**config.mk**
```make
export PLATFORM = sky130hd
export DESIGN_NAME = serial_adder
export DESIGN_NICKNAME = d
export VERILOG_FILES = /design/src/rtl/serial_adder_pkg.sv /design/src/rtl/serial_adder_fa.sv /design/src/rtl/serial_adder.sv
export SDC_FILE = /design/constraint.sdc
export NUM_CORES = 1
export LEC_CHECK = 0
export CELL_PAD_IN_SITES_DETAIL_PLACEMENT = 0
export CELL_PAD_IN_SITES_GLOBAL_PLACEMENT = 1
export CORE_ASPECT_RATIO = 0.75
export CORE_MARGIN = 5
export CORE_UTILIZATION = 39
export DETAILED_ROUTE_END_ITERATION = 8
export MAX_ROUTING_LAYER = met4
export PLACE_DENSITY_LB_ADDON = 0.1
export SETUP_SLACK_MARGIN = 0.3
export SLEW_MARGIN = 20
export SYNTH_ARGS = -nofsm -noshare
export SYNTH_HDL_FRONTEND = slang
export SYNTH_SLANG_ARGS = --single-unit
```
**constraint.sdc**
```tcl
create_clock -name clk -period 2.3 [get_ports clk]
set_input_delay 0.69 -clock clk [delete_from_list [all_inputs] [get_ports clk]]
set_output_delay 0.69 -clock clk [all_outputs]
set_load 0.02 [all_outputs]
```
**src/rtl/serial_adder_pkg.sv**
```systemverilog
// Shared definitions for the bit-serial adder: FSM state encoding and decode helper.
package serial_adder_pkg;

   localparam logic [1:0] ST_IDLE = 2'd0;
   localparam logic [1:0] ST_RUN  = 2'd1;
   localparam logic [1:0] ST_DONE = 2'd2;

   // The unused encoding 2'd3 is folded onto IDLE so a corrupted state recovers.
   function automatic logic [1:0] st_decode(input logic [1:0] st);
      return (st == 2'd3) ? ST_IDLE : st;
   endfunction

endpackage

```
**src/rtl/serial_adder_fa.sv**
```systemverilog
// One-bit full adder cell; the per-bit arithmetic element of serial_adder.
module full_adder (
   input  logic a,
   input  logic b,
   input  logic c_in,
   output logic sum,
   output logic c_out
);

   logic p;

   assign p     = a ^ b;
   assign sum   = p ^ c_in;
   assign c_out = (a & b) | (c_in & p);

endmodule

```
**src/rtl/serial_adder.sv**
```systemverilog
// Bit-serial adder: LSB-first through one full_adder with a registered carry.
// Optional signed-overflow output enabled by defining SERIAL_ADDER_OVF_EN.
module serial_adder
   import serial_adder_pkg::*;
#(
   parameter int WIDTH = 8
) (
   input  logic             clk,
   input  logic             rst_n,
   input  logic             in_valid,
   output logic             in_ready,
   input  logic [WIDTH-1:0] a,
   input  logic [WIDTH-1:0] b,
   input  logic             c_in,
   output logic             out_valid,
   input  logic             out_ready,
   output logic [WIDTH-1:0] sum,
   output logic             c_out
`ifdef SERIAL_ADDER_OVF_EN
   ,
   output logic             ovf
`endif
);

   localparam int             CW       = $clog2(WIDTH);
   localparam logic [CW-1:0]  CNT_LAST = CW'(WIDTH - 1);

   logic [1:0]       state_q, state_d, st;
   logic [CW-1:0]    cnt_q, cnt_d;
   logic             carry_q, carry_d;
   logic [WIDTH-1:0] sum_sh_q, sum_sh_d;
   logic [WIDTH-1:0] a_sh_q, a_sh_d;
   logic [WIDTH-1:0] b_sh_q, b_sh_d;
   logic             fa_sum, fa_cout;

   full_adder u_fa (
      .a     (a_sh_q[0]),
      .b     (b_sh_q[0]),
      .c_in  (carry_q),
      .sum   (fa_sum),
      .c_out (fa_cout)
   );

   assign st        = st_decode(state_q);
   assign in_ready  = (st == ST_IDLE);
   assign out_valid = (st == ST_DONE);
   assign sum       = sum_sh_q;
   assign c_out     = carry_q;

   always_comb begin
      state_d  = state_q;
      cnt_d    = cnt_q;
      carry_d  = carry_q;
      sum_sh_d = sum_sh_q;
      a_sh_d   = a_sh_q;
      b_sh_d   = b_sh_q;
      case (st)
         ST_IDLE: begin
            if (in_valid) begin
               a_sh_d  = a;
               b_sh_d  = b;
               carry_d = c_in;
               cnt_d   = '0;
               state_d = ST_RUN;
            end
         end
         ST_RUN: begin
            sum_sh_d = {fa_sum, sum_sh_q[WIDTH-1:1]};
            a_sh_d   = {1'b0, a_sh_q[WIDTH-1:1]};
            b_sh_d   = {1'b0, b_sh_q[WIDTH-1:1]};
            carry_d  = fa_cout;
            // Counter is held at its last value so it never wraps.
            if (cnt_q == CNT_LAST) begin
               state_d = ST_DONE;
            end else begin
               cnt_d = cnt_q + CW'(1);
            end
         end
         ST_DONE: begin
            if (out_ready) begin
               state_d = ST_IDLE;
            end
         end
         default: state_d = ST_IDLE;
      endcase
   end

   always_ff @(posedge clk) begin
      if (!rst_n) begin
         state_q  <= ST_IDLE;
         cnt_q    <= '0;
         carry_q  <= 1'b0;
         sum_sh_q <= '0;
      end else begin
         state_q  <= state_d;
         cnt_q    <= cnt_d;
         carry_q  <= carry_d;
         sum_sh_q <= sum_sh_d;
      end
   end

   // Operand shifters carry no state visible at the outputs, so they need no reset.
   always_ff @(posedge clk) begin
      a_sh_q <= a_sh_d;
      b_sh_q <= b_sh_d;
   end

`ifdef SERIAL_ADDER_OVF_EN
   logic c_msb_q, c_msb_d;

   // Carry into the MSB, captured on the edge that processes bit WIDTH-1.
   always_comb begin
      c_msb_d = c_msb_q;
      if (st == ST_RUN && cnt_q == CNT_LAST) begin
         c_msb_d = carry_q;
      end
   end

   always_ff @(posedge clk) begin
      if (!rst_n) begin
         c_msb_q <= 1'b0;
      end else begin
         c_msb_q <= c_msb_d;
      end
   end

   assign ovf = c_msb_q ^ carry_q;
`endif

endmodule

```
==> impl_metrics.yaml <==
status:
  outcome: "finished clean"
final_layout:
  insertedDiodeCount: 0
  layout-area-overhead-vs-synth_pct: 32.0
  fin_util_pct: 55.0
  post_route_cells_drive_above_1_share_pct: 20.4
  number_of_nets_at_the_end_of_the_flow: 168
  final_cell_area_um2: 1860
sta:
  final_hold_viol_count: 0
  worst_pin_slew_ns: 0.394
  number_of_setup_violations_in_the_final_report: 0
  setup_ws_ns: 0.359
  maxSlewViolCount: 0
  clock_skew_ns: 0.00218
  timing.setup.tns_ns: 0
  timing.final.crit_share_pct: 84.4
  layout_min_cycle_time_ns: 1.94
  slew_headroom_pct: 73.6
  grt_setup_unrepaired: "yes"
  max_freq_mhz: 515
floorplan:
  ios: 32
  placementRows: 18
  floorplan.initialDensity_pct: 41.7
  floorplan.die.width_um: 79.4
  core-area_um2: 3380
  die_span_y_um: 62.1
  die_area_um2: 4930
route:
  drt_wl_total_um: 2360
  viasPerCell: 4.86
  postRouteAntennaNets: 0
  wl_per_cell_um: 12.9
  total_met3_wirelength_after_detailed_routing_um: 121
  top_signal_layer_used: "met4"
  dr.first_iter.drc_count: 43
  met1_routed_wirelength_after_detailed_routing_um: 1090
  routed-via-count: 885
  met2RoutedLength_um: 1120
  drt_pre_antenna_iters: 4
  number_of_design_rule_violations_left_after_detail_routing: 0
run:
  cap_viol_max_count: 0
synth:
  synthDistinctLibCells: 25
  yosys_warnings: 0
  post_synth.cell_area_avg_um2: 13.4
  synth_seq_cells: 30
  ys_seq_area_share_pct: 54.0
  syn-instance-count: 105
  synth.net_count: 132
  syn_area_um2: 1410
global_routing:
  grt_start_max_net_pins: 19
  grt_first_pass_wirelength_um: 4040
  antenna_found_initial: 0
  grt_overflow: 0
  gr-usage-all-layers_pct: 11.3
  grt_pass1_vias: 926
pwr:
  fin_total_pwr_w: 0.00208
  power.leakage_nw: 0.698
  power.density_cell_area_nw_per_um2: 1120
  peakVddDrop_v: 0.000513
setup_path:
  endpoint_kind: "output port"
  critical_path_arrival_ns: 1.25
  timing.critical_path.fanout_max: 6
  kind_of_critical_path: "register to output port"
  worst_setup_path_start_kind: "register"
  cp_data_required_time_ns: 1.61
placement:
  post_place_setup_slack_ns: 0.180
  port-buffer-count: 31
  gp_congestion: 0.851
  detailedPlacementHpwl_um: 1750
  placement.cell_area_um2: 1770
clock_tree:
  tritoncts_clock_tree: "yes"
  post_cts_buffers: 0
  clk_pin_slew_worst_paths_ns: 0.06
  post_cts_resized: 2
  htreeDepth: 2
  post_cts_hold_buffer_count: 0
  ctsRootBufferMaster: "clkbuf_8"
  insertion_delay_of_the_later_clocked_pin_in_the_worst_skew_pair_ns: 0.27
  cts_max_path_buffers: 2
  tritoncts.num_buffers: 5
  numClockSinks: 30
worst_hold_path:
  hold_path.class: "register to register"
layout make-up:
type	instances	area, um2
flip-flops and latches	30	761
repair buffers	34	342
inverters	2	7.51
clock buffers	8	90.1
fillers	303	1520
well taps	40	50.0
multi-input cells	68	609
cell usage in the layout (no fill, tap or decap), drive strengths merged, types with 3 or more instances in the layout:
| cell type | netlist | final |
|---|---|---|
| clkdlybuf4s50 | 0 | 28 |
| edfxtp | 16 | 16 |
| dfxtp | 14 | 14 |
| and2 | 3 | 3 |
| nor2b | 16 | 16 |
| mux2 | 14 | 14 |
| ha | 5 | 5 |
| buf | 4 | 3 |
| mux2i | 12 | 12 |
| clkbuf | 1 | 9 |
worst max-delay path, cell delays in order (launching register included):
cell and delay (ns):
dfxtp_1 0.37, inv_1 0.06, ha_2 0.37, clkbuf_2 0.18
flip-flops by register name, indices dropped and copies added (netlist names):
register,count
b_sh_q,8
cnt_q,3
state_q,2
sum,8
a_sh_q,8
c_out,1
stage by stage:
step	instances	hold slack, ns
6_report	182	0.532
5_1_grt	182	0.567
4_1_cts	182	0.535
3_5_place_dp	174	0.518
3_3_place_gp	174	0.497
2_1_floorplan	105	0.482
per-layer routing:
metal | vias to the layer above | GRT usage [%]
met1 | 413 | 12.6
met3 | 4 | 4.47
met2 | 19 | 18.3
met4 | 0 | 5.39
li1 | 449 | -
met5 | - | -
power by group:
part | total, W | internal, W | switching (W)
logic | 0.000764 | 0.000386 | 0.000378
registers | 0.000900 | 0.000827 | 0.0000730
clock network | 0.000417 | 0.000243 | 0.000174
total | 0.00208 | 0.00146 | 0.000625
logic make-up (layout without fill, tap and decap cells):
| kind of cell | after synthesis | after routing | synth area share, % |
|---|---|---|---|
| mux | 26 | 26 | 19.7 |
| compound gates | 9 | 9 | 4.62 |
| fa+ha+maj | 6 | 6 | 5.86 |
| buf+inv | 7 | 44 | 3.11 |
| flops | 30 | 30 | 54.0 |
| simple gates | 27 | 27 | 12.7 |
synthesized netlist by cell type:
cell      count  area share (%)
ha_1          5             4.4
nor3_1        1            0.35
mux2_2       14              11
nand3_1       2            0.71
o211ai_1      2             1.1
buf_6         2             1.6
a21boi_0      1            0.53
o211a_1       1            0.71
nor2b_4       1            0.98
o21ai_0       2            0.71
inv_1         2            0.53
and2_1        3             1.3
buf_2         2            0.71
fa_1          1             1.4
and2b_4       1            0.71
edfxtp_1     16              34
nor2b_1      15             6.7
a32oi_1       2             1.2
nor2_1        2            0.53
a21oi_1       1            0.35
clkbuf_1      1            0.27
dfxtp_1      14              20
nor3_4        1             1.2
nand2_1       1            0.27
mux2i_1      12             8.5
final timing paths:
kind,start,endpoint,slack (ns),cells past startpoint
worst max-delay path,state_q[0]$_SDFFE_PN0P_,in_ready,0.36,3
worst min-delay path,cnt_q[0]$_SDFFE_PN0P_,cnt_q[0]$_SDFFE_PN0P_,0.53,2
worst max register to register,state_q[1]$_SDFFE_PN0P_,b_sh_q[0]$_DFFE_PP_,0.64,4
worst min register to register,cnt_q[0]$_SDFFE_PN0P_,cnt_q[0]$_SDFFE_PN0P_,0.53,2
(Power assumes the default switching activity.)
